`config.mk`:
```
export PLATFORM = sky130hd
export DESIGN_NAME = irq_ctl
export DESIGN_NICKNAME = d
export VERILOG_FILES = /design/src/rtl/irq_ctl.sv
export SDC_FILE = /design/constraint.sdc
export NUM_CORES = 1
export LEC_CHECK = 0
export ABC_AREA = 1
export ABC_CLOCK_PERIOD_IN_PS = 1200
export CAP_MARGIN = 15
export CORE_MARGIN = 3
export CORE_UTILIZATION = 55
export DETAILED_ROUTE_END_ITERATION = 8
export DONT_BUFFER_PORTS = 1
export GPL_TIMING_DRIVEN = 0
export PLACE_DENSITY = 0.76
export SLEW_MARGIN = 5
export SYNTH_ARGS = -nofsm -noshare
export SYNTH_HDL_FRONTEND = slang
export SYNTH_SLANG_ARGS = --single-unit
```
`constraint.sdc`:
```
create_clock -name clk -period 1.2 [get_ports clk]
set_clock_uncertainty 0.1 [all_clocks]
set_input_delay 0.24 -clock clk [delete_from_list [all_inputs] [get_ports clk]]
set_output_delay 0.24 -clock clk [all_outputs]
set_load 0.03 [all_outputs]
```
`src/rtl/irq_ctl.sv`:
```
// Maskable interrupt controller with level/edge latching and a 4-register window.
// Define IRQ_CTL_NMI_EN to build the edge-triggered NMI path with vector-fetch acknowledge.
module irq_ctl #(
  parameter int NSRC = 8
) (
  input  logic            clk,
  input  logic            RST,
  input  logic [NSRC-1:0] src,
  input  logic            nmi_src,
  input  logic [15:0]     AB,
  input  logic            WE,
  input  logic            cs,
  input  logic [1:0]      addr,
  input  logic            we,
  input  logic [7:0]      wdata,
  output logic [7:0]      rdata,
  output logic            IRQ,
  output logic            NMI
);

  logic [NSRC-1:0] s1, s2, s3;
  logic [NSRC-1:0] pend, mask, edg;
  logic [NSRC-1:0] rise, clr, pm, pend_n;
  logic [7:0]      vec;
  logic            wr;

  assign wr   = cs & we;
  assign rise = s2 & ~s3;
  assign clr  = (wr && addr == 2'd0) ? wdata[NSRC-1:0] : '0;
  assign pm   = pend & mask;

  // Level bits track the line; edge bits latch, and a new event beats a W1C
  assign pend_n = (~edg & s2) | (edg & (rise | (pend & ~clr)));

  always_comb begin
    vec = 8'h80;
    for (int i = NSRC - 1; i >= 0; i--) begin
      if (pm[i]) vec = {5'd0, 3'(i)};
    end
  end

  function automatic logic [7:0] ext(input logic [NSRC-1:0] v);
    logic [7:0] r;
    r = '0;
    r[NSRC-1:0] = v;
    return r;
  endfunction

  always_ff @(posedge clk) begin
    if (RST) begin
      s1    <= '0;
      s2    <= '0;
      s3    <= '0;
      pend  <= '0;
      mask  <= '0;
      edg   <= '0;
      rdata <= 8'h00;
      IRQ   <= 1'b0;
    end else begin
      s1   <= src;
      s2   <= s1;
      s3   <= s2;
      pend <= pend_n;
      IRQ  <= |pm;
      if (wr && addr == 2'd1) mask <= wdata[NSRC-1:0];
      if (wr && addr == 2'd2) edg  <= wdata[NSRC-1:0];
      if (cs && !we) begin
        unique case (addr)
          2'd0: rdata <= ext(pend);
          2'd1: rdata <= ext(mask);
          2'd2: rdata <= ext(edg);
          2'd3: rdata <= vec;
        endcase
      end
    end
  end

`ifdef IRQ_CTL_NMI_EN
  logic n1, n2, n3, nmi_pend, ack;

  assign ack = (AB == 16'hFFFA) && !WE;
  assign NMI = nmi_pend;

  always_ff @(posedge clk) begin
    if (RST) begin
      n1       <= 1'b0;
      n2       <= 1'b0;
      n3       <= 1'b0;
      nmi_pend <= 1'b0;
    end else begin
      n1 <= nmi_src;
      n2 <= n1;
      n3 <= n2;
      if (n2 && !n3)  nmi_pend <= 1'b1;
      else if (ack)   nmi_pend <= 1'b0;
    end
  end
`else
  logic unused_nmi;

  assign unused_nmi = ^{nmi_src, AB, WE};
  assign NMI = 1'b0;
`endif

endmodule

```
# --- Word level (Yosys, flattened, before mapping) ---
# Index checks and enable logic that the tools add are counted.
word_totals:
  in_bits: 40
  register_bits: 57
  out_inout_bits: 10
classes:
  n_eq_ne: 3
  bitwise_logic: 11
  n_mux: 10
  n_reduce_logical: 7
ops:
  columns: ["operator", "n"]
  rows:
  - ["$mux W8", 9]
  - ["$and A8 B8 Y8", 5]
  - ["$pmux W8 S4", 1]
  - ["$not A8 Y8", 3]
  - ["$or A8 B8 Y8", 2]
  - ["$reduce_or A8 Y1", 1]
  - ["$eq A2 B2 Y1 const B", 2]
  - ["$logic_and A1 B1 Y1", 4]
  - ["$eq A2 B1 Y1 const B", 1]
  - ["$logic_not A2 Y1", 1]
  - ["$and A1 B1 Y1", 1]
  - ["$logic_not A1 Y1", 1]

# --- Depth between registers and ports, before layout ---
depth:
  ltp_word: 10
  depth_mapped: 12
  mapped_depth_nobuf: 12

# --- Worst setup path after synthesis ---
# Ideal clock, no wire load.
synth_path:
  kind: "input to register"
  startpoint: "in RST"
  endpoint: "reg s1[0]"
  n_path_buf: 3
  required_ns: 0.972
  path_stages: 4
  path_slack_ns: -0.090
  t_arrival_ns: 1.063
  setup_time_ns: 0.128
  path_cell_list: "clkbuf_1 clkbuf_1 clkbuf_1 nor2_1"
synth_lines:
  columns: ["item", "line_no", "rtl"]
  rows:
  - ["from (decl)", "7", "input logic RST,"]
  - ["to (signal assigned)", "60", "s1 <= src;"]
  - ["to (decl)", "21", "logic [NSRC-1:0] s1, s2, s3;"]
# No word-level cell between the ends.

# --- Worst setup path after layout ---
layout_path:
  startpoint: "reg pend[7]"
  endpoint: "reg rdata[0]"
layout_via:
  elab_chain_len: 10
layout_rtl:
  columns: ["item", "line_no", "rtl"]
  rows:
  - ["from (decl)", "22", "logic [NSRC-1:0] pend, mask, edg;"]
  - ["from (signal assigned)", "63", "pend <= pend_n;"]
  - ["$and A8 B8 Y8", "30", "assign pm = pend & mask;"]
  - ["$mux W8 (8 in series)", "38", "if (pm[i]) vec = {5'd0, 3'(i)};"]
  - ["$pmux W8 S4", "68", "unique case (addr)"]
  - ["to (signal assigned)", "69", "2'd0: rdata <= ext(pend);"]
  - ["to (signal assigned)", "70", "2'd1: rdata <= ext(mask);"]
  - ["to (signal assigned)", "71", "2'd2: rdata <= ext(edg);"]
  - ["to (decl)", "16", "output logic [7:0] rdata,"]
# Every way passes these cells.
# A chain may end at the register's enable or synchronous reset.

==> impl_metrics.toml <==
[status]
status = "complete, but fails checks"
violations = "negative setup slack"

[cts]
cts_tree = "done"
clk_path_buf_depth = 2
cts_sinks = 57
clk-insertion-delay-late_ns = 0.33
htreeDepth = 3
numCtsBuffers = 9
cts-root-buf = "clkbuf_8"
clkTransAtPathRegs_ns = 0.07

[route]
routed_wl_um = 4830
drt_iter0_drc = 90
dr.pass1.iters = 4
ant_nets = 0
wire_per_inst_um = 13.3
drcViolationCount = 0
vias = 1867
viasPerCell = 5.16

[power_and_ir_drop]
combinationalPowerShare_pct = 7.0
p_int_w = 0.00281
power.share.clock_pct = 38.8
switching_share_pct = 25.5
peakVddDrop_uv = 1220
power_w = 0.00378
power.leakage_nw = 1.13
p_per_area_mw_per_mm2 = 1420
p_seq_share_pct = 54.2
power_switching_w = 0.000964

[sta]
setup_viol = 2
fin_crit_ns = 1.23
relSlewSlack_pct = 65.6
grt_setup_unrepaired = "yes"
final_hold_viol_count = 0
fmax_mhz = 814
period_share_pct = 102
worst_slack_ns = -0.0281
drv_slew = 0
setup-tns-final_ns = -0.0506
tightest_slew_ns = 0.515
worst_hold_slack_ns = 0.0483

[place]
numPortBuffers = 0
post-dp-hpwl_um = 3060
gp_congestion = 0.920
pre_cts_slack_ns = -0.353
dp_cells = 327

[grt]
grt_pass1_vias = 1684
antenna_found_initial = 0
grt_pass1_wl_um = 7530
grtUsageTotal_pct = 22.5
grt_max_degree = 11
grt_overflow = 0

[setup_path]
critPathKind = "reg -> reg"
rrSetupSlack_ns = -0.03
worstSetupEndpointType = "register"
required_ns = 1.37
cp.arrival_ns = 1.40
startpoint_type = "register"
worstPathMaxFanout = 3

[floorplanning]
die_y_um = 68.6
rows = 22
die_area_mm2 = 0.00471
die_w_um = 68.6
coreArea_mm2 = 0.00372
start_util_pct = 58.0
ios = 50

[synth]
synth_top_cell_by_area = "dfxtp_1"
ys_seq_area_share_pct = 52.9
syn_nets = 319
yosys_warnings = 0
syn-cell-area_mm2 = 0.00216
synth_top_area_share_pct = 52.9
synth_cell_types = 21
synthCells = 279
synth-seq-cells = 57
synthTopCellsByArea = "dfxtp_1 (53%), nand2_1 (9.7%), o21ai_0 (6.7%)"
synth.avg_cell_area_um2 = 7.73

[layout]
fin_nets = 349
area_growth_pct = 23.0
final_common_cell = "nand2_1"
drive_gt1_share_pct = 23.6
diodes = 0
stdcell_count = 362
mostFrequentLayoutCells = "nand2_1 (45), inv_1 (37), dfxtp_1 (34), nor2_1 (29), o21ai_0 (28)"

[flow_run]
maxCapViolCount = 0

[hold_path]
hp-class = "in -> reg"
==> through the flow <==
step	util, %	cell area, um^2
final	71.4	2650
after global routing	71.4	2650
after CTS	69.6	2580
after detailed placement	59.7	2220
after global placement	59.7	2220
after floorplan	-	2160
==> layout make-up <==
cell class / count / area (um^2)
Timing Repair Buffer: 19 / 183
Inverter: 40 / 150
Multi-Input combinational cell: 172 / 875
Clock inverter: 6 / 35.0
Tap cell: 48 / 60.1
Sequential cell: 57 / 1170
Fill cell: 315 / 1060
Clock buffer: 10 / 128
Buffer: 10 / 53.8
==> Yosys cell counts, drive strengths merged <==
| library cell | n |
|---|---|
| nand2 | 56 |
| conb | 1 |
| inv | 40 |
| a31oi | 3 |
| nand4 | 1 |
| o21ai | 33 |
| nand3 | 5 |
| nor2 | 32 |
| o211ai | 8 |
| a21oi | 27 |
| nor3 | 4 |
| clkbuf | 7 |
| dfxtp | 57 |
| a221oi | 1 |
| a41oi | 1 |
| buf | 3 |
==> cells by family after synthesis <==
family | count (synthesis) | synth area share, %
other | 1 | 0.174
AO/OA/AOI/OAI | 73 | 18.4
flip-flops | 57 | 52.9
buffers and inverters | 50 | 9.22
AND/OR/NAND/NOR | 98 | 19.3
==> state kept, by name, indices dropped and copies added (netlist names) <==
signal  count
IRQ         1
edg         8
mask        8
pend        8
rdata       8
s1          8
s2          8
s3          8
==> power by group through the flow <==
stage | combinational (W) | sequential, W | clock, W
final | 0.000264 | 0.00205 | 0.00147
after CTS | 0.000254 | 0.00204 | 0.00151
after detailed placement | 0.000206 | 0.00208 | 0
after global routing | 0.000299 | 0.00206 | 0.00159
after floorplan | 0.000160 | 0.00207 | 0
after global placement | 0.000203 | 0.00208 | 0
==> worst max-delay path: stages (launching register included) <==
cell and delay [ns]:
dfxtp_2 0.35, nand2_2 0.07, inv_2 0.04, nand2_1 0.04, nand2_1 0.05, nand2_1 0.07, nand2_1 0.06, nand2_1 0.04
nand2_1 0.05, nand2_1 0.05, nand2_2 0.06, nand2_2 0.05, a21oi_2 0.12
==> path summary, 6_finish.rpt <==
path / from / endpoint / cells past startpoint
max: pend[7] / rdata[0] / 12
min reg2reg: s1[3] / s2[3] / 2
max reg2reg: pend[7] / rdata[0] / 12
min: addr[1] / rdata[5] / 3
==> metal layers <==
layer | track usage [%] | routed length (um) | up-vias | part of all wire (%)
li1 | - | - | 956 | -
met1 | 27.2 | 2230 | 834 | 46
met2 | 35.2 | 2160 | 64 | 45
met3 | 8.43 | 349 | 13 | 7.2
met4 | 10.4 | 87 | 0 | 1.8
met5 | 0 | 0 | - | 0
==> timing repair <==
action | CTS | global route
buffers inserted | 2 | 1
setup endpoints to repair | 9 | 22
hold endpoints to repair | 23 | 0
hold buffers | 16 | 0
gates resized for setup | 17 | 29
pin swaps | 2 | 8
(Power assumes the default switching activity.)
